$ cat config.mk
export PLATFORM = sky130hd
export DESIGN_NAME = seg7_scan_driver
export DESIGN_NICKNAME = d
export VERILOG_FILES = /design/src/rtl/seg7_scan_driver.sv
export SDC_FILE = /design/constraint.sdc
export NUM_CORES = 1
export LEC_CHECK = 0
export ABC_CLOCK_PERIOD_IN_PS = 3800
export CORE_UTILIZATION = 40
export CTS_CLUSTER_SIZE = 25
export DETAILED_ROUTE_END_ITERATION = 8
export GPL_TIMING_DRIVEN = 0
export MAX_ROUTING_LAYER = met4
export PLACE_DENSITY_LB_ADDON = 0.05
export SLEW_MARGIN = 20
export SYNTH_ARGS = -nofsm -noshare
export SYNTH_HDL_FRONTEND = slang
export SYNTH_SLANG_ARGS = --single-unit
$ cat constraint.sdc
create_clock -name clk -period 3.8 [get_ports clk]
set_input_delay 1.14 -clock clk [delete_from_list [all_inputs] [get_ports clk]]
set_output_delay 1.14 -clock clk [all_outputs]
set_load 0.05 [all_outputs]
$ cat src/rtl/seg7_scan_driver.sv
// Multiplexed seven-segment scan driver with shadow/commit load,
// leading-zero suppression, per-digit blanking and anti-ghost dead time.
module seg7_scan_driver #(
  parameter int DIGITS         = 8,
  parameter int SCAN_DIV       = 50000,
  parameter int DEAD           = 2,
  parameter bit SEG_ACTIVE_LOW = 1'b1,
  parameter bit SEL_ACTIVE_LOW = 1'b1
) (
  input  logic                  clk,
  input  logic                  rst,
  input  logic                  cs,
  input  logic                  load_i,
  input  logic [4*DIGITS-1:0]   data_i,
  input  logic [DIGITS-1:0]     dp_i,
  input  logic [DIGITS-1:0]     blank_i,
  input  logic                  lz_en_i,
  output logic                  pending_o,
  output logic                  frame_o,
  output logic [7:0]            seg_o,
  output logic [DIGITS-1:0]     sel_o
);

  localparam int IW = (DIGITS > 1) ? $clog2(DIGITS) : 1;
  localparam int CW = $clog2(SCAN_DIV);
  localparam logic [CW-1:0] CNT_LAST = CW'(SCAN_DIV - 1);
  localparam logic [IW-1:0] IDX_LAST = IW'(DIGITS - 1);
  localparam logic [7:0] SEG_OFF = {8{SEG_ACTIVE_LOW}};
  localparam logic [DIGITS-1:0] SEL_OFF = {DIGITS{SEL_ACTIVE_LOW}};

  logic [CW-1:0]         cnt;
  logic [IW-1:0]         idx;
  logic [4*DIGITS-1:0]   sh_data;
  logic [DIGITS-1:0]     sh_dp;
  logic [DIGITS-1:0]     sh_blank;
  logic [4*DIGITS-1:0]   ds_data;
  logic [DIGITS-1:0]     ds_dp;
  logic [DIGITS-1:0]     ds_blank;
  logic                  pending;
  logic                  cnt_wrap;
  logic                  frame;
  logic                  live;
  logic [DIGITS-1:0]     zero_up;
  logic                  zero_run;
  logic [3:0]            nib;
  logic                  dp_bit;
  logic                  dark;
  logic [7:0]            seg_raw;

  function automatic logic [6:0] hex7(input logic [3:0] n);
    case (n)
      4'h0:    hex7 = 7'h3F;
      4'h1:    hex7 = 7'h06;
      4'h2:    hex7 = 7'h5B;
      4'h3:    hex7 = 7'h4F;
      4'h4:    hex7 = 7'h66;
      4'h5:    hex7 = 7'h6D;
      4'h6:    hex7 = 7'h7D;
      4'h7:    hex7 = 7'h07;
      4'h8:    hex7 = 7'h7F;
      4'h9:    hex7 = 7'h6F;
      4'hA:    hex7 = 7'h77;
      4'hB:    hex7 = 7'h7C;
      4'hC:    hex7 = 7'h39;
      4'hD:    hex7 = 7'h5E;
      4'hE:    hex7 = 7'h79;
      default: hex7 = 7'h71;
    endcase
  endfunction

  assign cnt_wrap  = (cnt == CNT_LAST);
  assign frame     = cnt_wrap && (idx == IDX_LAST);
  assign frame_o   = frame;
  assign pending_o = pending;

  generate
    if (DEAD == 0) begin : g_nodead
      assign live = 1'b1;
    end else begin : g_dead
      assign live = (cnt >= CW'(DEAD));
    end
  endgenerate

  always_ff @(posedge clk or negedge rst) begin
    if (!rst) begin
      cnt <= '0;
      idx <= '0;
    end else if (cnt_wrap) begin
      cnt <= '0;
      idx <= (idx == IDX_LAST) ? '0 : idx + 1'b1;
    end else begin
      cnt <= cnt + 1'b1;
    end
  end

  // Commit reads the old shadow even when a load lands on the frame cycle.
  always_ff @(posedge clk or negedge rst) begin
    if (!rst) begin
      sh_data  <= '0;
      sh_dp    <= '0;
      sh_blank <= '0;
      ds_data  <= '0;
      ds_dp    <= '0;
      ds_blank <= '0;
      pending  <= 1'b0;
    end else begin
      if (frame && pending) begin
        ds_data  <= sh_data;
        ds_dp    <= sh_dp;
        ds_blank <= sh_blank;
      end
      if (load_i && cs) begin
        sh_data  <= data_i;
        sh_dp    <= dp_i;
        sh_blank <= blank_i;
        pending  <= 1'b1;
      end else if (frame) begin
        pending  <= 1'b0;
      end
    end
  end

  // zero_up[i]: nibbles i..DIGITS-1 of the display are all zero.
  always_comb begin
    zero_up  = '0;
    zero_run = 1'b1;
    nib      = 4'h0;
    dp_bit   = 1'b0;
    dark     = 1'b0;
    for (int i = DIGITS - 1; i >= 0; i--) begin
      zero_run   = zero_run && (ds_data[4*i +: 4] == 4'h0);
      zero_up[i] = zero_run;
    end
    for (int i = 0; i < DIGITS; i++) begin
      if (idx == IW'(i)) begin
        nib    = ds_data[4*i +: 4];
        dp_bit = ds_dp[i];
        dark   = ds_blank[i] || (lz_en_i && zero_up[i] && (i != 0));
      end
    end
    seg_raw = dark ? 8'h00 : {dp_bit, hex7(nib)};
  end

  always_ff @(posedge clk or negedge rst) begin
    if (!rst) begin
      sel_o <= SEL_OFF;
      seg_o <= SEG_OFF;
    end else if (live) begin
      sel_o <= SEL_OFF ^ (DIGITS'(1) << idx);
      seg_o <= SEG_OFF ^ seg_raw;
    end else begin
      sel_o <= SEL_OFF;
      seg_o <= SEG_OFF;
    end
  end

endmodule
* Word-level counts from Yosys, hierarchy flattened
Memories as Yosys holds them, arrays and structs flattened.
Cells that the tools add are included.
W data, S select, Z words.
** Storage, ports and cells
- Memory bits (read-only) :: 112
- Input bits :: 53
- Logic and storage cells :: 89
- Memories :: 1
- Output and inout port bits :: 18
- Bits in registers :: 132
** Memory list
- (no name shown) :: depth 16, width 7, rd ports 1, clocked after memory_dff 0, write ports 0, line 51 : case (n)
** Cells by class
- Reduce and logical (&&, ||, !) cells :: 32
- Bitwise logic cells :: 2
- Add/subtract/negate cells :: 2
- Equal/unequal tests :: 8
- Shift-type cells :: 1
- Order comparisons :: 1
- Mux-type cells :: 31
** Operator list (count)
- $mux W4 :: 8
- $logic_not A4 Y1 :: 7
- $mux W8 :: 3
- $mux W1 :: 18
- $add A16 B1 Y16 const B :: 1
- $eq A16 B16 Y1 const B :: 1
- $ge A16 B2 Y1 const B :: 1
- $logic_and A1 B1 Y1 :: 16
- $mux W16 :: 1
- $not A8 Y8 :: 2
- $eq A3 B3 Y1 const B :: 4
- $shl A1 B3 Y8 const A :: 1
- $logic_or A1 B1 Y1 :: 7
- $eq A3 B2 Y1 const B :: 2
- $add A3 B1 Y3 const B :: 1
- $eq A3 B1 Y1 const B :: 1
- $logic_not A3 Y1 :: 1
- $mux W3 :: 1
- $reduce_bool A2 Y1 :: 1

* Depth between registers and ports, before layout
Gate-level depths: netlist of run 1.
- Word-level depth :: 19
- Depth in mapped cells :: 13
- Depth with buffers taken out :: 12

* Least setup slack after synthesis of run 1
OpenSTA, ideal clock, no wires.
- Path type :: register to register
- Start point :: register idx[0]
- End point :: register seg_o[3]
- Required time :: 3.716 ns
- Period minus slack after synthesis :: 3.085 ns
- Arrival time :: 3.001 ns
- Path buffers :: 2
- Cell stages (with the launch flop) :: 14
- Library setup time :: 0.084 ns
- Setup slack :: 0.715 ns
- Path through :: dfrtp_1 -> inv_1 -> ha_1 -> buf_4 -> buf_4 -> a21oi_1 -> o21ai_0 -> o21ai_0 -> o311ai_0 -> inv_1 -> ha_1 -> inv_1 -> mux4_2 -> nand2b_1
** Between the ends
- Longest elaborated chain between the ends :: 13
- Elaborated cells between the ends (all ways) :: 28
- Classes of those cells :: 7 x eq/ne; 18 x mux; 1 x bitwise; 1 x reduce/logical; 1 x memory
** Ends and longest elaborated chain
- start: declaration :: line 32 : logic [IW-1:0] idx;
- start signal: assignment :: line 90 : idx <= (idx == IDX_LAST) ? '0 : idx + 1'b1;
- $logic_not A3 Y1 :: line 135 : if (idx == IW'(i)) begin
- $mux W4 (8 in a row) :: line 135
- $mem_v2 Z16 W7
- $mux W8 (*) :: line 141 : seg_raw = dark ? 8'h00 : {dp_bit, hex7(nib)};
- $not A8 Y8 (no line) (*)
- $mux W8 (*) :: line 148 : end else if (live) begin
- end signal: assignment :: line 150 : seg_o <= SEG_OFF ^ seg_raw;
- end: declaration :: line 20 : output logic [7:0] seg_o,
Every way passes the cells marked *; elsewhere a longest branch is shown, timed or not.
A chain may end at the register's enable or synchronous reset.

* Worst setup path in the final report of run 1
- Start point :: register cnt[12]
- End point :: output port frame_o
** Between the ends
- Longest elaborated chain between the ends :: 2
** Ends and longest elaborated chain
- start: declaration :: line 31 : logic [CW-1:0] cnt;
- start signal: assignment :: line 92 : cnt <= cnt + 1'b1;
- $eq A16 B16 Y1 :: line 71 : assign cnt_wrap = (cnt == CNT_LAST);
- $logic_and A1 B1 Y1 :: line 72 : assign frame = cnt_wrap && (idx == IDX_LAST);
- end: declaration :: line 19 : output logic frame_o,
Every way passes these cells.

==> summary.md, run 1 <==
| Metric | Value |
|---|---|
| Final GP Congestion | 0.854 |
| Mean Syn Cell Area | 12.4 µm² |
| Yosys top cell area share | 48.2% |
| Tmin final | 3570 ps |
| CP Capture Type | primary output |
| Initial Utilization | 41.3% |
| TritonCTS Buffers | 17 |
| Clock Tree Buf Depth | 2 |
| CP required | 2660 ps |
| Core area | 14600 µm² |
| R2R cell count | 13 |
| DP HPWL | 9420 µm |
| WL per Instance | 16.7 µm |
| Skew-Pair Late Insertion Delay | 420 ps |
| Arrival time at the worst endpoint | 2430 ps |
| Hold EP | cnt[13] |
| Crit Path Class | reg2out |
| Total gr overflow | 0 |
| Setup TNS Final | 0 ps |
| Startpoint types | flop |
| WL final | 12900 µm |
| Vias | 3932 |
| Final worst slack | 232 ps |
| Fmax | 280 MHz |
| Number of synthesized flops with an enable pin | 0 |
| Post-Syn Area | 6020 µm² |
| Ports | 71 |
| Nets | 642 |
| Terminus of the critical flop-to-flop path | seg_o[3] |
| RR Startpoint | idx[0] |
| Final Setup Violations | 0 |
| Vias in the first global route | 4187 |
| Max cap viols | 0 |
| Ys Warns | 0 |
| HP Start | cnt[13] |
| DR vias/cell | 5.10 |
| Max-slew violations | 0 |
| Final ANT Viol Nets | 0 |
| Sequential share of the synthesized area | 55.2% |
| Critical Path Fanout Max | 4 |
| # Post-CTS Setup Buffers | 0 |
| Commonest non-fill, non-tap cell in the layout | dfrtp_1 |
| Seq cells post-synth | 132 |
| Initial antenna violation count | 0 |
| Yosys top cell by area | dfrtp_1 |
| Status | finished clean |
| Top_reg_cell synth | dfrtp_1 |
| Worst Hold Class | reg2reg |
| Leakage Power | 3.44 nW |
| Share of layout cells above drive strength 1 | 27.3% |
| Flop-to-flop setup slack | 360 ps |
| First-pass GRT wire length | 21800 µm |
| Yosys cell types | 52 |
| TritonCTS clock tree | built |
| Hold Crit Depth | 1 |
| Worst-Margin Slew | 881 ps |
| Syn nets | 552 |
| Layout Skew | 6.14 ps |
| DIE AREA | 15600 µm² |
| Clk sinks | 132 |
| Die Span Y | 125 µm |
| Fraction of registers with async set/reset | 100% |
| Peak supply drop | 0.307 mV |
| Most frequent cells in the layout | dfrtp_1, mux2_2, clkdlybuf4s50_1 |
| Drt first pass iters | 4 |
| Max-slew headroom | 40.3% |
| Final hold vios | 0 |
| Mapped Cells | 485 |
| Total GRT Usage | 18.8% |
| Master cell of the clock root buffer | clkbuf_16 |
| Row count | 44 |
| Cell Pwr Density | 448 nW/µm² |
| Port bufs | 70 |
| Die width | 125 µm |
| Post-route clock period utilization | 93.9% |
| Synth-to-layout area growth | 26.4% |
| Ant. Diodes | 0 |
| Worst-path clk slew | 50 ps |
| Pre-CTS WS | -77.9 ps |
| Largest net degree at the start of global routing | 85 |
| Max H-tree Level | 4 |
| RSZ-0062 raised after global routing | false |
| DRC Markers | 0 |
| Ranking of synthesized cells by area | dfrtp_1, mux2_2, dfstp_2 |
| Initial DRC count | 225 |
worst max-delay path: stages (launching register included):
cell and delay [ps]:
dfrtp_1 400, nor4_1 310, nand2_1 190, nor4_2 490
and2_1 240, clkdlybuf4s15_2 380
report_power, final:
part           leakage, nW  switching, mW  internal, mW
clock network        0.299          0.580          1.12
registers             1.66         0.0446          1.48
logic                 1.48         0.0633         0.115
total                 3.44          0.688          2.72
metrics by stage:
step	total power, mW	util [%]	area, µm²	cells	hold WS, ps
finish	3.41	52.2	7610	771	499
global route	3.54	52.2	7610	771	510
CTS	3.46	52.2	7610	771	500
detailed placement	1.74	47.9	6990	740	489
global placement	1.73	47.7	6950	739	484
floorplan	1.62	-	6020	485	460
logic make-up after synthesis:
group | after synthesis | share of synthesized area (%)
multiplexers | 99 | 19.9
flip-flops | 132 | 55.2
AO/OA/AOI/OAI | 68 | 7.17
adder cells (fa/ha/maj) | 14 | 2.91
AND/OR/NAND/NOR | 119 | 9.89
XOR/XNOR | 13 | 1.89
buffers and inverters | 40 | 3.07
synth_stat cells (all sizes together), types with 6 or more instances:
cell,number
o21ai,20
nor2b,7
clkbuf,13
ha,14
xnor2,6
inv,15
nor4,9
dfstp,16
mux2,96
nor2,25
nand2b,8
xor2,7
buf,11
dfrtp,116
a21oi,19
nand3,12
nand2,39
layout make-up:
type | instances | area (µm²)
Timing Repair Buffer | 71 | 734
Tap cell | 184 | 230
Fill cell | 1320 | 6980
Buffer | 24 | 128
Sequential cell | 132 | 3320
Multi-Input combinational cell | 313 | 2520
Inverter | 16 | 60.1
Clock inverter | 10 | 155
Clock buffer | 21 | 460
registers in the layout (all words and copies together), names as in the netlist:
name,cells
seg_o,8
idx,3
sel_o,8
ds_data,32
ds_dp,8
ds_blank,8
cnt,16
sh_blank,8
sh_data,32
sh_dp,8
pending_o,1
layer usage:
metal  up-vias  track usage [%]  wire [µm]
met5         -                -          0
li1       1892                -          -
met3        16             5.03        557
met2        78             29.8       6250
met4         0             7.23        251
met1      1946             22.9       5810
what timing repair did:
action / 4_1_cts / 5_1_grt
gates resized for setup: 5 / 2
endpoints found under the setup margin: 1 / 1
hold buffers: 0 / 0
hold endpoints to repair: 0 / 0
cloned: 0 / 0
how the worst max path moves through the flow:
stage	startpoint	end	slack (ps)	cells past startpoint
finish	cnt[12]	frame_o	230	5
global route	idx[1]	seg_o[3]	50	13
CTS	idx[0]	frame_o	70	6
detailed placement	idx[0]	frame_o	-80	6
global placement	rst	sh_data[1]	-3500	1
floorplan	idx[0]	seg_o[3]	720	13
(Power assumes the default switching activity.)
==> run 2, diff against run 1 <==
--- a/config.mk
+++ b/config.mk
@@ -6,12 +6,16 @@
 export NUM_CORES = 1
 export LEC_CHECK = 0
 export ABC_CLOCK_PERIOD_IN_PS = 3800
+export CELL_PAD_IN_SITES_DETAIL_PLACEMENT = 1
+export CELL_PAD_IN_SITES_GLOBAL_PLACEMENT = 1
 export CORE_UTILIZATION = 40
+export CTS_CLUSTER_DIAMETER = 30
 export CTS_CLUSTER_SIZE = 25
 export DETAILED_ROUTE_END_ITERATION = 8
 export GPL_TIMING_DRIVEN = 0
 export MAX_ROUTING_LAYER = met4
 export PLACE_DENSITY_LB_ADDON = 0.05
+export SETUP_SLACK_MARGIN = 0.1
 export SLEW_MARGIN = 20
 export SYNTH_ARGS = -nofsm -noshare
 export SYNTH_HDL_FRONTEND = slang
==> run 2 against run 1 <==
  * Worst setup slack gained 40 ps
  * Critical endpoint unchanged
  * Clock skew grew 0.91 ps
  * Cell area shrank 0.23%
==> summary.md, run 2 (synthesis gave the netlist of run 1 again) <==
| Metric | Value |
|---|---|
| HP Start | cnt[13] |
| Cell Pwr Density | 436 nW/µm² |
| Initial antenna violation count | 0 |
| Sw frac | 22.5% |
| Clk sinks | 132 |
| Post-route clock period utilization | 92.8% |
| Total GRT Usage | 19.9% |
| Worst Hold Class | reg2reg |
| WL per Instance | 18.0 µm |
| Arrival time at the worst endpoint | 2390 ps |
| CP Capture Type | primary output |
| Fmax | 283 MHz |
| Critical Path Slowest Stage Cell | dfrtp_1 |
| Largest net degree at the start of global routing | 72 |
| Layout Skew | 7.05 ps |
| RSZ-0062 raised after global routing | false |
| Reg power frac | 46.1% |
| DIE AREA | 15600 µm² |
| Final GP Congestion | 0.812 |
| Most frequent CP cell | ha_1 |
| Dpl cell area | 6990 µm² |
| Pint | 2.57 mW |
| WL final | 13900 µm |
| Startpoint types | flop |
| Max cap viols | 0 |
| Max H-tree Level | 4 |
| Ant. Diodes | 0 |
| Drt first pass iters | 5 |
| TritonCTS clock tree | built |
| Nets | 642 |
| Initial DRC count | 132 |
| Commonest non-fill, non-tap cell in the layout | dfrtp_1 |
| Crit-path cells | ha_1, ha_1, clkbuf_2, buf_2, and2_1, clkdlybuf4s15_2 |
| DP HPWL | 10100 µm |
| DRC Markers | 0 |
| Tmin final | 3530 ps |
| Initial Utilization | 41.3% |
| Flop-to-flop setup slack | 470 ps |
| Synth-to-layout area growth | 26.1% |
| Most frequent cells in the layout | dfrtp_1, mux2_2, clkdlybuf4s50_1 |
| Worst-Margin Slew | 715 ps |
| # hold bufs at CTS | 0 |
| CP required | 2660 ps |
| Status | finished clean |
| Final ANT Viol Nets | 0 |
| Comb power frac | 5.5% |
| Top Registers | ds_data (32), sh_data (32), cnt (16) |
| Max-slew headroom | 52.3% |
| Clock power share | 48.5% |
| Peak supply drop | 0.303 mV |
| Max stage delay on crit path | 400 ps |
| Total gr overflow | 0 |
| RR Startpoint | idx[2] |
| Ports | 71 |
| FILL cells | 1503 |
| Worst-path clk slew | 60 ps |
| Design area | 7590 µm² |
| Crit Path Class | reg2out |
| DR vias/cell | 5.20 |
| Die width | 125 µm |
| Final Setup Violations | 0 |
| Psw | 0.746 mW |
| Finished Layout Cells | 772 |
| Port bufs | 70 |
| Vias | 4014 |
| Skew-Pair Late Insertion Delay | 420 ps |
| First-pass GRT wire length | 23300 µm |
| Max-slew violations | 0 |
| Critical Path Fanout Max | 10 |
| Crit path launch | idx[0] |
| Final hold vios | 0 |
| Core area | 14600 µm² |
| Die Span Y | 125 µm |
| Share of layout cells above drive strength 1 | 27.9% |
| Row count | 44 |
| Master cell of the clock root buffer | clkbuf_16 |
| Leakage Power | 3.45 nW |
| Placed Cells | 740 |
| Clock Tree Buf Depth | 2 |
| Vias in the first global route | 4421 |
| TritonCTS Buffers | 17 |
-- run 2: cell count changes in the layout (fill, tap and decap cells not counted), sizes merged --
cell,before,now
buf,13,14
clkinv,5,9
inv,15,18
clkbuf,34,29
bufinv,4,2
-- run 2: cell type report --
cell class | instances | area, µm² | area share, %
buffer | 24 | 128 | 1.68
clock buffer | 17 | 425 | 5.60
clock inverter | 15 | 156 | 2.06
inverter | 16 | 60.1 | 0.791
multi-input combinational | 313 | 2540 | 33.4
sequential | 132 | 3320 | 43.8
tap | 184 | 230 | 3.03
timing repair buffer | 71 | 734 | 9.67
-- run 2: repair_timing --
| item | CTS | global route |
|---|---|---|
| gates resized for setup | 6 | 3 |
| setup buffers | 0 | 0 |
| pin swaps | 0 | 0 |
| endpoints found under the setup margin | 1 | 2 |
-- run 2: path summary, 6_finish.rpt --
path	cells past startpoint	to
min reg2reg	1	cnt[13]
max reg2reg	11	seg_o[3]
min in group asynchronous	1	cnt[13]
max in group asynchronous	2	ds_dp[0]
max	6	frame_o
min	1	cnt[13]
-- run 2: critical path: cells and delay by family (launching register included) --
| kind | cells | cell delay [ps] |
|---|---|---|
| flops | 1 | 400 |
| fa+ha+maj | 2 | 420 |
| simple gates | 1 | 190 |
| buf+inv | 3 | 950 |
-- run 2: stage by stage --
stage / power [mW] / hold slack [ps] / worst slack (ps) / setup TNS (ps) / utilization [%]
floorplan: 1.62 / 460 / 715 / 0 / -
global placement: 1.72 / 484 / -3550 / -440680 / 47.7
detailed placement: 1.74 / 487 / -111 / -111 / 47.9
CTS: 3.36 / 505 / 219 / 0 / 51.9
global route: 3.45 / 522 / 117 / 0 / 52.1
finish: 3.31 / 496 / 272 / 0 / 52.1
-- run 2: per-layer routing --
metal  global-route usage, %  wire length [µm]
met1                    25.0              6360
met4                    6.66               224
met5                       -                 0
met3                    5.15               468
met2                    31.4              6850
-- run 2: power by group through the flow --
stage	sequential (mW)	combinational, mW	clock [mW]
after floorplan	1.53	0.0862	0
after global placement	1.55	0.173	0
after detailed placement	1.55	0.187	0
after CTS	1.53	0.188	1.65
after global routing	1.54	0.202	1.71
final	1.53	0.181	1.61
==> run 3, diff against run 2 <==
--- a/config.mk
+++ b/config.mk
@@ -13,9 +13,7 @@
 export CTS_CLUSTER_SIZE = 25
 export DETAILED_ROUTE_END_ITERATION = 8
 export GPL_TIMING_DRIVEN = 0
-export MAX_ROUTING_LAYER = met4
 export PLACE_DENSITY_LB_ADDON = 0.05
-export SETUP_SLACK_MARGIN = 0.1
 export SLEW_MARGIN = 20
 export SYNTH_ARGS = -nofsm -noshare
 export SYNTH_HDL_FRONTEND = slang
==> run 3 against run 2 <==
  * Fmax up 1.7%
  * Clock-buffer cell count unchanged
  * Final cell count unchanged
  * Sequential share of layout area up 0.087 points
  * Wire length up 0.32%
  * Register-to-register slack about the same
  * First-iteration DRC count up 13%
  * Critical path type unchanged
  * Critical endpoint unchanged
  * Largest cell class unchanged
  * Largest power group unchanged
==> summary.md, run 3 (synthesis gave the netlist of run 1 again) <==
| Metric | Value |
|---|---|
| Total GRT Usage | 19.3% |
| RSZ-0062 raised after global routing | false |
| Final hold vios | 0 |
| Final GP Congestion | 0.800 |
| Die width | 125 µm |
| Nets | 642 |
| R2R cell count | 11 |
| Clk sinks | 132 |
| Max H-tree Level | 4 |
| Master cell of the clock root buffer | clkbuf_16 |
| Ant. Diodes | 0 |
| DR vias/cell | 5.19 |
| Final Setup Violations | 0 |
| Final ANT Viol Nets | 0 |
| Max-slew violations | 0 |
| Tmin final | 3470 ps |
| Post-route clock period utilization | 91.3% |
| WL per Instance | 18.1 µm |
| Max-slew headroom | 52.6% |
| Synth-to-layout area growth | 25.8% |
| Critical Path Fanout Max | 4 |
| Commonest non-fill, non-tap cell in the layout | dfrtp_1 |
| Terminus of the critical flop-to-flop path | seg_o[3] |
| Total gr overflow | 0 |
| Hold Crit Depth | 1 |
| Core area | 14600 µm² |
| Critical Path Slowest Stage Cell | nor4_2 |
| Share of layout cells above drive strength 1 | 27.9% |
| CP Capture Type | primary output |
| Status | finished clean |
| Layout Skew | 5.68 ps |
| WHS | 496 ps |
| Clock Tree Buf Depth | 2 |
| Hold EP | cnt[13] |
| Largest net degree at the start of global routing | 72 |
| Die Span Y | 125 µm |
| Startpoint types | flop |
| Vias in the first global route | 4418 |
| WL final | 13900 µm |
| Cell family with most CP delay | simple AND/OR/NAND/NOR gates |
| Initial Utilization | 41.3% |
| Cell Pwr Density | 437 nW/µm² |
| Arrival time at the worst endpoint | 2330 ps |
| First-pass GRT wire length | 23300 µm |
| Initial antenna violation count | 0 |
| Worst-Margin Slew | 712 ps |
| Max stage delay on crit path | 470 ps |
| WP buf/inv | 1 |
| Port bufs | 70 |
| Peak supply drop | 0.305 mV |
| TritonCTS clock tree | built |
| DIE AREA | 15600 µm² |
| Top Registers | ds_data (32), sh_data (32), cnt (16) |
| Flop-to-flop setup slack | 470 ps |
| Leakage Power | 3.43 nW |
| RR Startpoint | idx[2] |
| FILL cells | 1506 |
| DP HPWL | 10100 µm |
| Finished Core Util | 52.0% |
| Most frequent cells in the layout | dfrtp_1, mux2_2, clkdlybuf4s50_1 |
| HP Start | cnt[13] |
| Drt first pass iters | 4 |
| Initial DRC count | 149 |
| Worst-path clk slew | 60 ps |
| Fmax | 288 MHz |
| Crit-path cells | nor4_1, nand2_1, nor4_2, and2_1, clkbuf_2 |
| Ports | 71 |
| Vias | 4003 |
| Crit Path Class | reg2out |
| Row count | 44 |
| Skew-Pair Late Insertion Delay | 420 ps |
| DRC Markers | 0 |
| TritonCTS Buffers | 17 |
| Worst Hold Class | reg2reg |
| # Post-CTS Setup Buffers | 0 |
| CP required | 2660 ps |
| # hold bufs at CTS | 0 |
| Max cap viols | 0 |
-- run 3: where the power goes --
| group | switching (mW) | internal (mW) |
|---|---|---|
| logic | 0.0660 | 0.116 |
| clock network | 0.636 | 0.968 |
| registers | 0.0439 | 1.48 |
-- run 3: area by class of cell --
type	count	area [µm²]	area share, %
Sequential cell	132	3320	43.8
Multi-Input combinational cell	313	2530	33.4
Timing Repair Buffer	71	728	9.61
Clock buffer	17	425	5.61
Tap cell	184	230	3.04
Clock inverter	15	156	2.06
Buffer	24	128	1.68
Inverter	16	60.1	0.792
-- run 3: worst max-delay path by stage --
stage               startpoint  endpoint  slack (ps)  depth (start not counted)
CTS                    cnt[12]   frame_o          60                          5
global route           cnt[12]   frame_o         180                          5
global placement           rst  sh_dp[6]       -3550                          1
floorplan               idx[0]  seg_o[3]         720                         13
detailed placement      idx[0]   frame_o        -110                          6
finish                 cnt[12]   frame_o         330                          5
-- run 3: metal layers --
layer	global-route usage, %	part of all wire (%)	up-vias
li1	-	-	1896
met1	24.7	46	2025
met2	31.5	49	64
met3	5.24	3.3	18
met4	6.66	1.4	0
met5	0	0	-
-- run 3: worst reg2reg max path, cell delays in order (launching register included) --
cell and delay, ps:
dfrtp_1 480, clkinv_1 320, ha_1 320, clkbuf_1 240
a211o_1 290, a21oi_1 130, o22a_1 190, o21a_1 300
inv_1 110, ha_1 260, mux4_2 460, nand2b_1 150
-- run 3: timing repair --
item / CTS / global route
cloned: 0 / 0
endpoints found under the setup margin: 1 / 2
gates resized for setup: 4 / 3
-- run 3: through the flow --
step	area [µm²]	setup TNS [ps]	setup WS [ps]	total power, mW	cells
2_1_floorplan	6020	0	715	1.62	485
3_3_place_gp	6950	-440680	-3550	1.72	739
3_5_place_dp	6990	-111	-111	1.74	740
4_1_cts	7580	0	63.5	3.36	772
5_1_grt	7580	0	180	3.44	772
6_report	7580	0	331	3.31	772
